File: config.mk
export PLATFORM = sky130hd
export DESIGN_NAME = mem_access_master_flat
export DESIGN_NICKNAME = d
export VERILOG_FILES = /design/src/rtl/mem_access_master_pkg.sv /design/src/rtl/mem_access_master_if.sv /design/src/rtl/mem_access_master.sv /design/src/flat_wrapper.sv
export SDC_FILE = /design/constraint.sdc
export NUM_CORES = 1
export LEC_CHECK = 0
export ABC_AREA = 1
export CAP_MARGIN = 20
export CORE_MARGIN = 2
export CORE_UTILIZATION = 48
export DETAILED_ROUTE_END_ITERATION = 10
export HOLD_SLACK_MARGIN = 0.15
export PLACE_DENSITY_LB_ADDON = 0.12
export SLEW_MARGIN = 20
export SYNTH_ARGS = -nofsm -noshare
export SYNTH_HDL_FRONTEND = slang
export SYNTH_SLANG_ARGS = --single-unit
export TNS_END_PERCENT = 5
File: constraint.sdc
create_clock -name clk -period 2.82 [get_ports clk]
set_clock_uncertainty 0.2 [all_clocks]
set_input_delay 0.423 -clock clk [delete_from_list [all_inputs] [get_ports clk]]
set_output_delay 0.423 -clock clk [all_outputs]
set_load 0.02 [all_outputs]
File: src/rtl/mem_access_master_pkg.sv
// Shared widths, FSM encoding and timeout default for the burst memory master.
package mem_access_master_pkg;
    localparam int ADDR_W      = 10;
    localparam int DATA_W      = 16;
    localparam int TIMEOUT_DEF = 16;

    typedef enum logic [1:0] {
        S_IDLE = 2'd0,
        S_REQ  = 2'd1,
        S_DONE = 2'd2,
        S_ERR  = 2'd3
    } state_t;
endpackage

File: src/rtl/mem_access_master_if.sv
// Single-word request/completion bus between the burst master and a word memory.
interface mem_access_master_if;
    import mem_access_master_pkg::*;

    logic              m_valid;
    logic              m_WR;
    logic [ADDR_W-1:0] m_addr;
    logic [DATA_W-1:0] m_data_out;
    logic [DATA_W-1:0] m_data_in;
    logic              m_ready;

    modport master (output m_valid, m_WR, m_addr, m_data_out, input m_data_in, m_ready);
    modport slave  (input m_valid, m_WR, m_addr, m_data_out, output m_data_in, m_ready);
endinterface

File: src/rtl/mem_access_master.sv
// Burst read/write master: issues length words from base_addr, one per completion,
// with an incrementing write pattern and a per-word completion timeout.
module mem_access_master
    import mem_access_master_pkg::*;
#(
    parameter int TIMEOUT = TIMEOUT_DEF
) (
    input  logic              clk,
    input  logic              reset,
    input  logic              start,
    input  logic              cmd_wr,
    input  logic [ADDR_W-1:0] base_addr,
    input  logic [ADDR_W-1:0] length,
    input  logic [DATA_W-1:0] seed,
    output logic              busy,
    output logic              done,
    output logic              error,
    output logic [DATA_W-1:0] rd_data,
    output logic              rd_valid,
    mem_access_master_if.master m
);
    localparam int TW = $clog2(TIMEOUT + 1);

    state_t            state, state_nxt;
    logic              wr_q;
    logic [ADDR_W-1:0] addr_q;
    logic [DATA_W-1:0] data_q;
    logic [ADDR_W-1:0] remain;
    logic [TW-1:0]     tcnt;
    logic              accept, xfer, last, tmo;

    assign accept = (state == S_IDLE) && start;
    assign xfer   = (state == S_REQ) && m.m_ready;
    assign last   = (remain == ADDR_W'(1));
    // tcnt holds the number of stalled cycles already spent on this word
    assign tmo    = (state == S_REQ) && !m.m_ready && (tcnt == TW'(TIMEOUT - 1));

    always_ff @(posedge clk or posedge reset) begin
        if (reset) state <= S_IDLE;
        else       state <= state_nxt;
    end

    always_comb begin
        state_nxt = state;
        case (state)
            S_IDLE:  if (start) state_nxt = (length != '0) ? S_REQ : S_DONE;
            S_REQ: begin
                if (xfer && last) state_nxt = S_DONE;
                else if (tmo)     state_nxt = S_ERR;
            end
            S_DONE:  state_nxt = S_IDLE;
            S_ERR:   state_nxt = S_IDLE;
            default: state_nxt = S_IDLE;
        endcase
    end

    always_ff @(posedge clk or posedge reset) begin
        if (reset) begin
            wr_q     <= 1'b0;
            addr_q   <= '0;
            data_q   <= '0;
            remain   <= '0;
            tcnt     <= '0;
            error    <= 1'b0;
            rd_data  <= '0;
            rd_valid <= 1'b0;
        end else begin
            rd_valid <= 1'b0;
            if (accept) begin
                wr_q   <= cmd_wr;
                addr_q <= base_addr;
                data_q <= seed;
                remain <= length;
                tcnt   <= '0;
                error  <= 1'b0;
            end else if (xfer) begin
                // address wraps naturally at the top of the 10-bit space
                addr_q <= addr_q + ADDR_W'(1);
                data_q <= data_q + DATA_W'(1);
                remain <= remain - ADDR_W'(1);
                tcnt   <= '0;
                if (!wr_q) begin
                    rd_data  <= m.m_data_in;
                    rd_valid <= 1'b1;
                end
            end else if (state == S_REQ) begin
                tcnt <= tcnt + TW'(1);
            end
            if (tmo) error <= 1'b1;
        end
    end

    assign busy         = (state == S_REQ);
    assign done         = (state == S_DONE);
    assign m.m_valid    = (state == S_REQ);
    assign m.m_WR       = wr_q;
    assign m.m_addr     = addr_q;
    assign m.m_data_out = data_q;
endmodule

File: src/flat_wrapper.sv
// flat-port wrapper written by rule: the top's interface ports become plain ports
module mem_access_master_flat import mem_access_master_pkg::*;
#(
    parameter int TIMEOUT = TIMEOUT_DEF
)
  (clk, reset, start, cmd_wr, base_addr, length, seed, busy, done, error, rd_data, rd_valid, m_m_valid, m_m_WR, m_m_addr, m_m_data_out, m_m_data_in, m_m_ready);
  mem_access_master_if m_i ();
  input  logic clk;
  input  logic reset;
  input  logic start;
  input  logic cmd_wr;
  input  logic [ADDR_W-1:0] base_addr;
  input  logic [ADDR_W-1:0] length;
  input  logic [DATA_W-1:0] seed;
  output logic busy;
  output logic done;
  output logic error;
  output logic [DATA_W-1:0] rd_data;
  output logic rd_valid;
  output wire logic [$bits(m_i.m_valid)-1:0] m_m_valid;
  output wire logic [$bits(m_i.m_WR)-1:0] m_m_WR;
  output wire logic [$bits(m_i.m_addr)-1:0] m_m_addr;
  output wire logic [$bits(m_i.m_data_out)-1:0] m_m_data_out;
  input wire logic [$bits(m_i.m_data_in)-1:0] m_m_data_in;
  input wire logic [$bits(m_i.m_ready)-1:0] m_m_ready;
  assign m_m_valid = m_i.m_valid;
  assign m_m_WR = m_i.m_WR;
  assign m_m_addr = m_i.m_addr;
  assign m_m_data_out = m_i.m_data_out;
  assign m_i.m_data_in = m_m_data_in;
  assign m_i.m_ready = m_m_ready;
  mem_access_master #(.TIMEOUT(TIMEOUT)) u_core (.clk(clk), .reset(reset), .start(start), .cmd_wr(cmd_wr), .base_addr(base_addr), .length(length), .seed(seed), .busy(busy), .done(done), .error(error), .rd_data(rd_data), .rd_valid(rd_valid), .m(m_i));
endmodule
Word level (Yosys, flattened, before mapping)
Index checks and enable logic that the tools add are counted.

Reductions and logical operators: 14. Bitwise logic cells: 2. Multiplexer cells: 19. Add/sub/neg operators: 4. Equal/unequal tests: 7.

Operator list (count): 10-bit 2-to-1 mux (4); 16-bit 2-to-1 mux (2); 16-bit by 1-bit adder with 16-bit output, second input constant (1); 5-bit 2-to-1 mux (3); 10-bit by 1-bit adder with 10-bit output, second input constant (1); 10-bit by 1-bit == test with 1-bit output, second input constant (1); 10-bit nonzero test (1); 10-bit by 1-bit subtractor with 10-bit output, second input constant (1); 2-bit 2-to-1 mux (4); 2-bit case mux with 3 select lines (1); 5-bit by 1-bit adder with 5-bit output, second input constant (1); 5-bit by 4-bit == test with 1-bit output, second input constant (1); 1-bit logical AND (5); 1-bit 2-to-1 mux (5); 2-bit == test, second input constant (2); 2-bit nonzero test (2); 3-bit by 1-bit != test with 1-bit output, second input constant (1); 3-bit AND reduction (1); 3-bit nonzero test (1); 2-bit by 1-bit == test with 1-bit output, second input constant (1); 2-bit logical NOT (1); 2-bit != test, second input constant (1); 1-bit NOT (2); 2-bit AND reduction (1); other kinds (2) (2).

Input bits: 57. Output and inout port bits: 48. Flip-flop bits (word level): 62.

Longest topological paths before layout
Gate-level depths: netlist (run 1).

Depth after elaboration: 6. Mapped depth: 10.

Worst setup path after synthesis (run 1)
No wires, ideal clock.

Path type: reg-to-reg. From: register u_core.data_q[1], in the netlist u_core.m.m_data_out[1]. To: register u_core.data_q[12], in the netlist u_core.m.m_data_out[12]. Library setup time: 0.118 ns. Data arrival time: 1.409 ns. Setup slack: 1.093 ns. Stages on the path, launching flop included: 9. Buffers on the path: 0. Clock period less this slack: 1.727 ns. Cells stage by stage: dfrtp_1 ha_1 nand3_1 nor2_1 nand2_1 nor2_1 nand2_1 nand3_1 nand2_1.

Word-level cells in the longest chain between the ends: 3.

Ends and longest elaborated chain: from (decl) (RTL line mem_access_master.sv:27) `logic [DATA_W-1:0] data_q;`; from (signal assigned) (RTL line mem_access_master.sv:79) `data_q <= data_q + DATA_W'(1);`; 16-bit by 1-bit adder with 16-bit output (RTL line mem_access_master.sv:79); 16-bit 2-to-1 mux (RTL line mem_access_master.sv:76) `end else if (xfer) begin`; 16-bit 2-to-1 mux (RTL line mem_access_master.sv:69) `if (accept) begin`.

No other way between the ends. The select of a mux whose other input is x is not followed. A chain may end at the register's enable or synchronous reset.

Worst setup path in the final report (run 1)
From: register u_core.state[1]. To: output port m_m_valid.

Word-level cells in the longest chain between the ends: 1.

Ends and longest elaborated chain: from (decl) (RTL line mem_access_master.sv:24) `state_t state, state_nxt;`; from (signal assigned) (RTL line mem_access_master.sv:40) `else state <= state_nxt;`; 2-bit by 1-bit == test with 1-bit output (RTL line mem_access_master.sv:95) `assign m.m_valid = (state == S_REQ);`; to (decl) (RTL line flat_wrapper.sv:20) `output wire logic [$bits(m_i.m_valid)-1:0] m_m_valid;`.

No other way between the ends.

==> results.md, run 1 <==
- Outcome: complete, no violations
- Reg clk slew, reported paths: 0.07 ns
- Number of distinct standard cells referenced by the synthesized netlist: 32
- Arrival time reported for the critical path endpoint: 1.77 ns
- Fraction of power consumed by combinational cells: 51.3%
- Switching share of power: 43.9%
- Post-layout total power: between 5 and 6 mW
- Initial DRC count: 161
- Commonest cells after routing, fill and taps aside: sky130_fd_sc_hd__nand2_1 (178), sky130_fd_sc_hd__clkdlybuf4s50_1 (104), sky130_fd_sc_hd__dfrtp_1 (62), sky130_fd_sc_hd__inv_1 (52), sky130_fd_sc_hd__nor2_1 (43)
- Clock buffer count from CTS: 9
- TritonCTS clock tree: built
- Fillers: 609
- Placement-stage cell area: 4610 µm²
- Detailed-route wire length: 9.43 mm
- Mean instance size in the synthesized netlist: 7.32 µm²
- Via total after detailed routing: 3,495
- Pin count of the biggest net entering global routing: 40
- Width of the die: about 90 µm
- Number of gates resized after CTS: 0
- Number of sinks driven by the clock tree: between 60 and 70
- Slew Limit Headroom: 65.4%
- Maximum count of clock buffers along a single path: 2
- Nets: approximately 650
- PortBufs: approximately 100
- Via count of the first global-routing pass: 3,302
- Largest cells by area after synthesis: sky130_fd_sc_hd__dfrtp_1 (44%), sky130_fd_sc_hd__nand2_1 (19%), sky130_fd_sc_hd__inv_1 (5.7%)
- Critical path required time: 2.20 ns
- Count of pins on the block boundary: around 110
- Number of nets still failing antenna checks after routing: 0
- Shortest clock period the worst path allows after layout: between 2 and 2.5 ns
- Highest clock frequency the design can meet: 418 MHz
- Fraction of synthesized area in multiplexers: 0%
- Buffers & Inverters on Critical Path: 3
- Antenna violations before repair: 0
- Part of the Yosys area used for sequential elements: 44.3%
- Area of the die: 8000 µm²
- Floorplan Core Area: 7180 µm²
- Crit path max-delay cell type: sky130_fd_sc_hd__clkdlybuf4s50_1
- Hold buffer count at cts: 0
- Number of standard cells after synthesis: 479
- Library cell occupying the most area in the post-synthesis netlist: sky130_fd_sc_hd__dfrtp_1
- Share of synthesized cell area in and, or, nand and nor gates: 31.5%
- Slew at the pin with the worst max-slew slack: 0.519 ns
- Worst stage delay on the critical path: approximately 0.65 ns
- Number of antenna repair diodes: 0
- Worst-skew pair later-pin latency: 0.35 ns
- Kind of critical path: reg -> out
- Clk network pwr share: 17.0%
- Max Cap Viol: 0
- Pre-CTS WS: a little over 0.4 ns
- DIE HEIGHT: 89.4 µm
- Root buffer cell: sky130_fd_sc_hd__clkbuf_8
- Worst ir drop on vdd: roughly 0.66 mV
- Top-area cell type share of the netlist area: 44.3%
- Flop pwr share: approximately a third
- Dpl cells: 673
- Number of optimization iterations in the first detailed-route pass: 4
- Path class of the lowest-slack min-delay path: in -> async
- Most common cell after layout, fill and taps aside: sky130_fd_sc_hd__nand2_1
- Detailed placer's ending HPWL: around 6.7 mm
- Number of flops mapped to enable cells by yosys: 0
- Per-cell via count in the routed design: between 5 and 6
- Layout Area Growth over Synthesis: 38.2%
- Number of cells on the worst reg-to-reg path: 8
- Switching power total: 2.37 mW
- Share of flip-flops with an asynchronous set or reset after synthesis: 100%
- Global route overflow: 0
- Net count of the mapped netlist: 542
- Row cnt: 31
- Unrepaired setup endpoints after global routing: no
- Worst-path cell chain: inv_2, nand2_2, inv_1, clkdlybuf4s50_1
- Final Instance Area: 4840 µm²
- Non-Filler Instances: 689
- Final hold violations: 0
- Cell family with most CP delay: buffers and inverters
- CP endpoint kind: output port
- H-tree levels: 3
- Fraction of layout instances using a drive strength above 1: 5.93%
- Adder-cell share of the synthesized area: 2.14%
- Final period utilization: between 80% and 90%
- Finished Core Util: 67.5%
- Detailed-route DRC error count: 0
- Slew Limit Fails: 0
- PwrDens: 1120 nW/µm²
- Yosys reg bits: 62
- Worst path setup slack after routing: roughly 0.43 ns
- Combinational family with the most area after synthesis: simple AND/OR/NAND/NOR gates
- Synthesized-area fraction occupied by ao, oa, aoi and oai cells: 9.64%
- Initial cell density of the core: around 49%
- Global-route wire length before repair: 15.0 mm
- YS warnings: 0
- Internal power: 3.03 mW
- Setup TNS: 0 ns
- Post-Synth XOR/XNOR Area: 3.25%
- Pleak: approximately 2.3 nW
- Placer Congestion: ~0.85
- Startpoint types: register
- Final hold slack: 0.259 ns
- Total track usage: 24.2%
- Area of the mapped netlist: 3500 µm²
- Critical-path maximum fanout: 7
- Crit. path cell count: 4
- Routed wire length per instance: 13.7 µm
- Ys flop type: sky130_fd_sc_hd__dfrtp_1
- # Post-CTS Setup Buffers: 0
- Setup-failing EPs final: 0
synth_stat cells, types with 3 or more instances:
library cell / number
sky130_fd_sc_hd__o21bai_1: 3
sky130_fd_sc_hd__inv_1: 53
sky130_fd_sc_hd__nand4_1: 4
sky130_fd_sc_hd__xor2_1: 10
sky130_fd_sc_hd__nand3_1: 28
sky130_fd_sc_hd__o211ai_1: 8
sky130_fd_sc_hd__nor2_1: 43
sky130_fd_sc_hd__nor3_1: 5
sky130_fd_sc_hd__nand2_1: 178
sky130_fd_sc_hd__a21oi_1: 8
sky130_fd_sc_hd__ha_1: 6
sky130_fd_sc_hd__o21ai_0: 10
sky130_fd_sc_hd__inv_2: 6
sky130_fd_sc_hd__dfrtp_1: 62
sky130_fd_sc_hd__buf_6: 3
sky130_fd_sc_hd__xnor2_1: 3
sky130_fd_sc_hd__o21ai_1: 19
sky130_fd_sc_hd__buf_2: 5
sky130_fd_sc_hd__buf_4: 4
sky130_fd_sc_hd__o221ai_1: 3
logic make-up (layout without fill, tap and decap cells):
kind of cell,Yosys count,count (layout)
compound gates,57,57
xor+xnor,13,13
fa+ha+maj,6,6
buf+inv,74,185
flops,62,62
simple gates,267,267
path summary, 6_finish.rpt:
path | start | endpoint | slack (ns)
max | u_core.state[1] | m_m_valid | 0.43
min | reset | u_core.rd_data[13] | 0.26
max reg2reg | u_core.state[0] | u_core.m.m_data_out[9] | 0.83
min reg2reg | u_core.rd_data[6] | u_core.rd_data[6] | 0.27
max in group asynchronous | reset | u_core.m.m_data_out[6] | 1.71
min in group clk | u_core.rd_data[6] | u_core.rd_data[6] | 0.27
power by group through the flow:
stage | combinational [mW] | clock, mW | sequential (mW)
floorplan | 1.44 | 0 | 1.99
global placement | 2.70 | 0 | 1.69
finish | 2.77 | 0.919 | 1.71
detailed placement | 2.77 | 0 | 1.71
CTS | 2.79 | 0.931 | 1.70
global route | 3.08 | 0.961 | 1.76
registers in the layout, summed over array words and instances, names as in the netlist:
| signal | flops |
|---|---|
| u_core.m.m_data_out | 16 |
| u_core.rd_data | 16 |
| u_core.m.m_addr | 10 |
| u_core.remain | 10 |
| u_core.tcnt | 5 |
| u_core.state | 2 |
| u_core.error | 1 |
| u_core.m.m_WR | 1 |
| u_core.rd_valid | 1 |
worst min-delay path: stages:
cell                              delay [ns]
sky130_fd_sc_hd__clkdlybuf4s50_1        0.42
sky130_fd_sc_hd__inv_2                  0.06
sky130_fd_sc_hd__buf_4                  0.29
metal layers:
| metal | GRT usage [%] | share of wire [%] | up-vias |
|---|---|---|---|
| met5 | 0 | 0 | - |
| met4 | 10.6 | 1.4 | 0 |
| met3 | 3.79 | 5.4 | 15 |
| met2 | 40.3 | 49 | 112 |
| met1 | 31.4 | 44 | 1635 |
| li1 | - | - | 1733 |
layout make-up:
cell class	instances	area (µm²)	share of cell area (%)
Clock buffer	13	169	3.49
Clock inverter	3	65.1	1.34
Tap cell	99	124	2.56
Inverter	60	228	4.70
Timing Repair Buffer	109	1080	22.3
Sequential cell	62	1550	32.0
Multi-Input combinational cell	343	1630	33.6
Power figures use the tool's default switching activity.
==> run 2: changes to the inputs <==
Clock period 2.82 ns to 2.4 ns, I/O delays scaled along.
==> run 2 against run 1 <==
  * Final cell count is 0.15% higher
  * Routed wire length is 3.7% lower
  * Largest cell class unchanged
  * Non-clock buffer count is 1 higher
  * Sequential power is 17% higher
  * Final area is 0.67% lower
  * Core utilization is 0.45 points lower
  * Clock power is 14% lower
  * Critical endpoint is now done
==> results.md, run 2 (synthesis results as in run 1) <==
- Outcome: complete, no violations
- Number of antenna repair diodes: 0
- Kind of critical path: reg -> out
- Fraction of layout instances using a drive strength above 1: 5.25%
- Critical-path maximum fanout: 3
- Maximum count of clock buffers along a single path: 2
- Highest clock frequency the design can meet: a little under 500 MHz
- Reg clk slew, reported paths: 0.07 ns
- Setup crit end: done
- Dpl cells: 673
- Placer Congestion: approximately 0.86
- Number of sinks driven by the clock tree: just over 60
- Pin count of the biggest net entering global routing: 46
- Fillers: 613
- Startpoint types: register
- Final Instance Area: 4810 µm²
- Detailed-route wire length: 9.08 mm
- H-tree levels: 3
- Path class of the lowest-slack min-delay path: reg -> reg
- Critical path required time: 1.84 ns
- Total track usage: 23.9%
- Slew Limit Fails: 0
- Layout Area Growth over Synthesis: 37.3%
- Initial DRC count: 123
- Slew Limit Headroom: 73.3%
- Setup TNS: 0 ns
- Count of pins on the block boundary: 105
- Global-route wire length before repair: 14.7 mm
- Unrepaired setup endpoints after global routing: no
- Worst-case register-to-register setup slack: 0.54 ns
- Cell family with most CP delay: buffers and inverters
- Per-cell via count in the routed design: 5.04
- Max Cap Viol: 0
- Pleak: 2.32 nW
- Routed wire length per instance: approximately 13 µm
- TritonCTS clock tree: built
- Floorplan Core Area: around 7200 µm²
- R2r startpoint: u_core.state[0]
- Width of the die: 89.4 µm
- Placement-stage cell area: 4640 µm²
- Detailed placer's ending HPWL: approximately 6.7 mm
- Area of the die: 8000 µm²
- Via total after detailed routing: 3,479
- Number of optimization iterations in the first detailed-route pass: 4
- Start point of the critical path: u_core.state[0]
- Global route overflow: 0
- Antenna violations before repair: 0
- Non-Filler Instances: 690
- Worst stage delay on the critical path: between 0.6 and 0.7 ns
- Slew at the pin with the worst max-slew slack: 0.400 ns
- PortBufs: 104
- Shortest clock period the worst path allows after layout: 2.04 ns
- Initial cell density of the core: approximately half
- Buffers & Inverters on Critical Path: 1
- Root buffer cell: sky130_fd_sc_hd__clkbuf_8
- Number of cells on the worst reg-to-reg path: 9
- Commonest cells after routing, fill and taps aside: sky130_fd_sc_hd__nand2_1 (178), sky130_fd_sc_hd__clkdlybuf4s50_1 (102), sky130_fd_sc_hd__dfrtp_1 (62), sky130_fd_sc_hd__inv_1 (52), sky130_fd_sc_hd__nor2_1 (43)
- Worst path setup slack after routing: roughly 0.36 ns
- Crit path max-delay cell type: sky130_fd_sc_hd__clkdlybuf4s50_1
- # Post-CTS Setup Buffers: 0
- Row cnt: 31
- Worst-skew pair later-pin latency: between 0.3 and 0.4 ns
- Worst ir drop on vdd: 0.758 mV
- PwrDens: around 1300 nW/µm²
- Reg-to-reg endpoint: u_core.remain[7]
- Arrival time reported for the critical path endpoint: about 1.5 ns
- Worst-path cell chain: nor2_1, clkdlybuf4s50_1
- Setup-failing EPs final: 0
- Most common cell after layout, fill and taps aside: sky130_fd_sc_hd__nand2_1
- Nets: 649
- Clock buffer count from CTS: 9
- Final hold violations: 0
- CP endpoint kind: output port
- DIE HEIGHT: between 80 and 90 µm
- Final period utilization: 85.0%
- Detailed-route DRC error count: 0
- Pre-CTS WS: 0.180 ns
- Via count of the first global-routing pass: ~3,300
- Crit. path cell count: 2
- Number of nets still failing antenna checks after routing: 0
==> run 2: cell count changes in the layout (fill, tap and decap cells not counted), sizes merged <==
cell,before,now
bufinv,2,0
dlygate4sd3,0,1
clkbuf,13,15
dlymetal6s2s,0,2
clkdlybuf4s50,104,102
==> run 2: timing repair <==
action / 4_1_cts / 5_1_grt
hold endpoints to repair: 17 / 0
hold buffers: 1 / 0
resized for setup: 0 / 2
endpoints found under the setup margin: 0 / 2
==> run 2: area by class of cell <==
type                    count  area (µm²)  share of cell area, %
well taps                  99         124                   2.57
repair buffers            110        1120                   23.2
clock buffers              15         156                   3.25
inverters                  60         228                   4.73
multi-input cells         343        1630                   33.9
flip-flops and latches     62        1550                   32.2
clock inverters             1        5.00                  0.104
==> run 2: stage by stage <==
| step | utilization (%) | power (mW) | hold WS, ns |
|---|---|---|---|
| 2_1_floorplan | - | 4.02 | 0.270 |
| 3_3_place_gp | 64.6 | 5.19 | 0.252 |
| 3_5_place_dp | 64.6 | 5.28 | 0.259 |
| 4_1_cts | 67.0 | 6.08 | 0.274 |
| 5_1_grt | 67.1 | 6.56 | 0.308 |
| 6_report | 67.1 | 6.04 | 0.269 |
==> run 2: power by group <==
part	internal (mW)	switching (mW)
Combinational	1.40	1.86
Sequential	1.52	0.474
Clock	0.404	0.385
==> run 2: worst min-delay path by stage <==
stage | cells past startpoint | startpoint | slack [ns] | endpoint
floorplan | 2 | cmd_wr | 0.27 | u_core.m.m_WR
global placement | 2 | u_core.rd_data[1] | 0.25 | u_core.rd_data[1]
detailed placement | 2 | u_core.rd_data[12] | 0.26 | u_core.rd_data[12]
CTS | 2 | u_core.rd_data[12] | 0.27 | u_core.rd_data[12]
global route | 2 | u_core.rd_data[13] | 0.31 | u_core.rd_data[13]
finish | 2 | u_core.rd_data[12] | 0.27 | u_core.rd_data[12]
==> run 2: routing by layer <==
| metal | vias to the layer above | track usage, % | routed length, µm |
|---|---|---|---|
| met4 | 0 | 8.01 | 110 |
| li1 | 1724 | - | - |
| met1 | 1654 | 29.8 | 3970 |
| met3 | 9 | 5.45 | 486 |
| met5 | - | 0 | 0 |
| met2 | 92 | 40.9 | 4510 |
==> run 2: worst min-delay path: stages, from the launching register on <==
cell and delay (ns):
sky130_fd_sc_hd__dfrtp_1 0.34, sky130_fd_sc_hd__nand2_1 0.05, sky130_fd_sc_hd__nand2_1 0.05
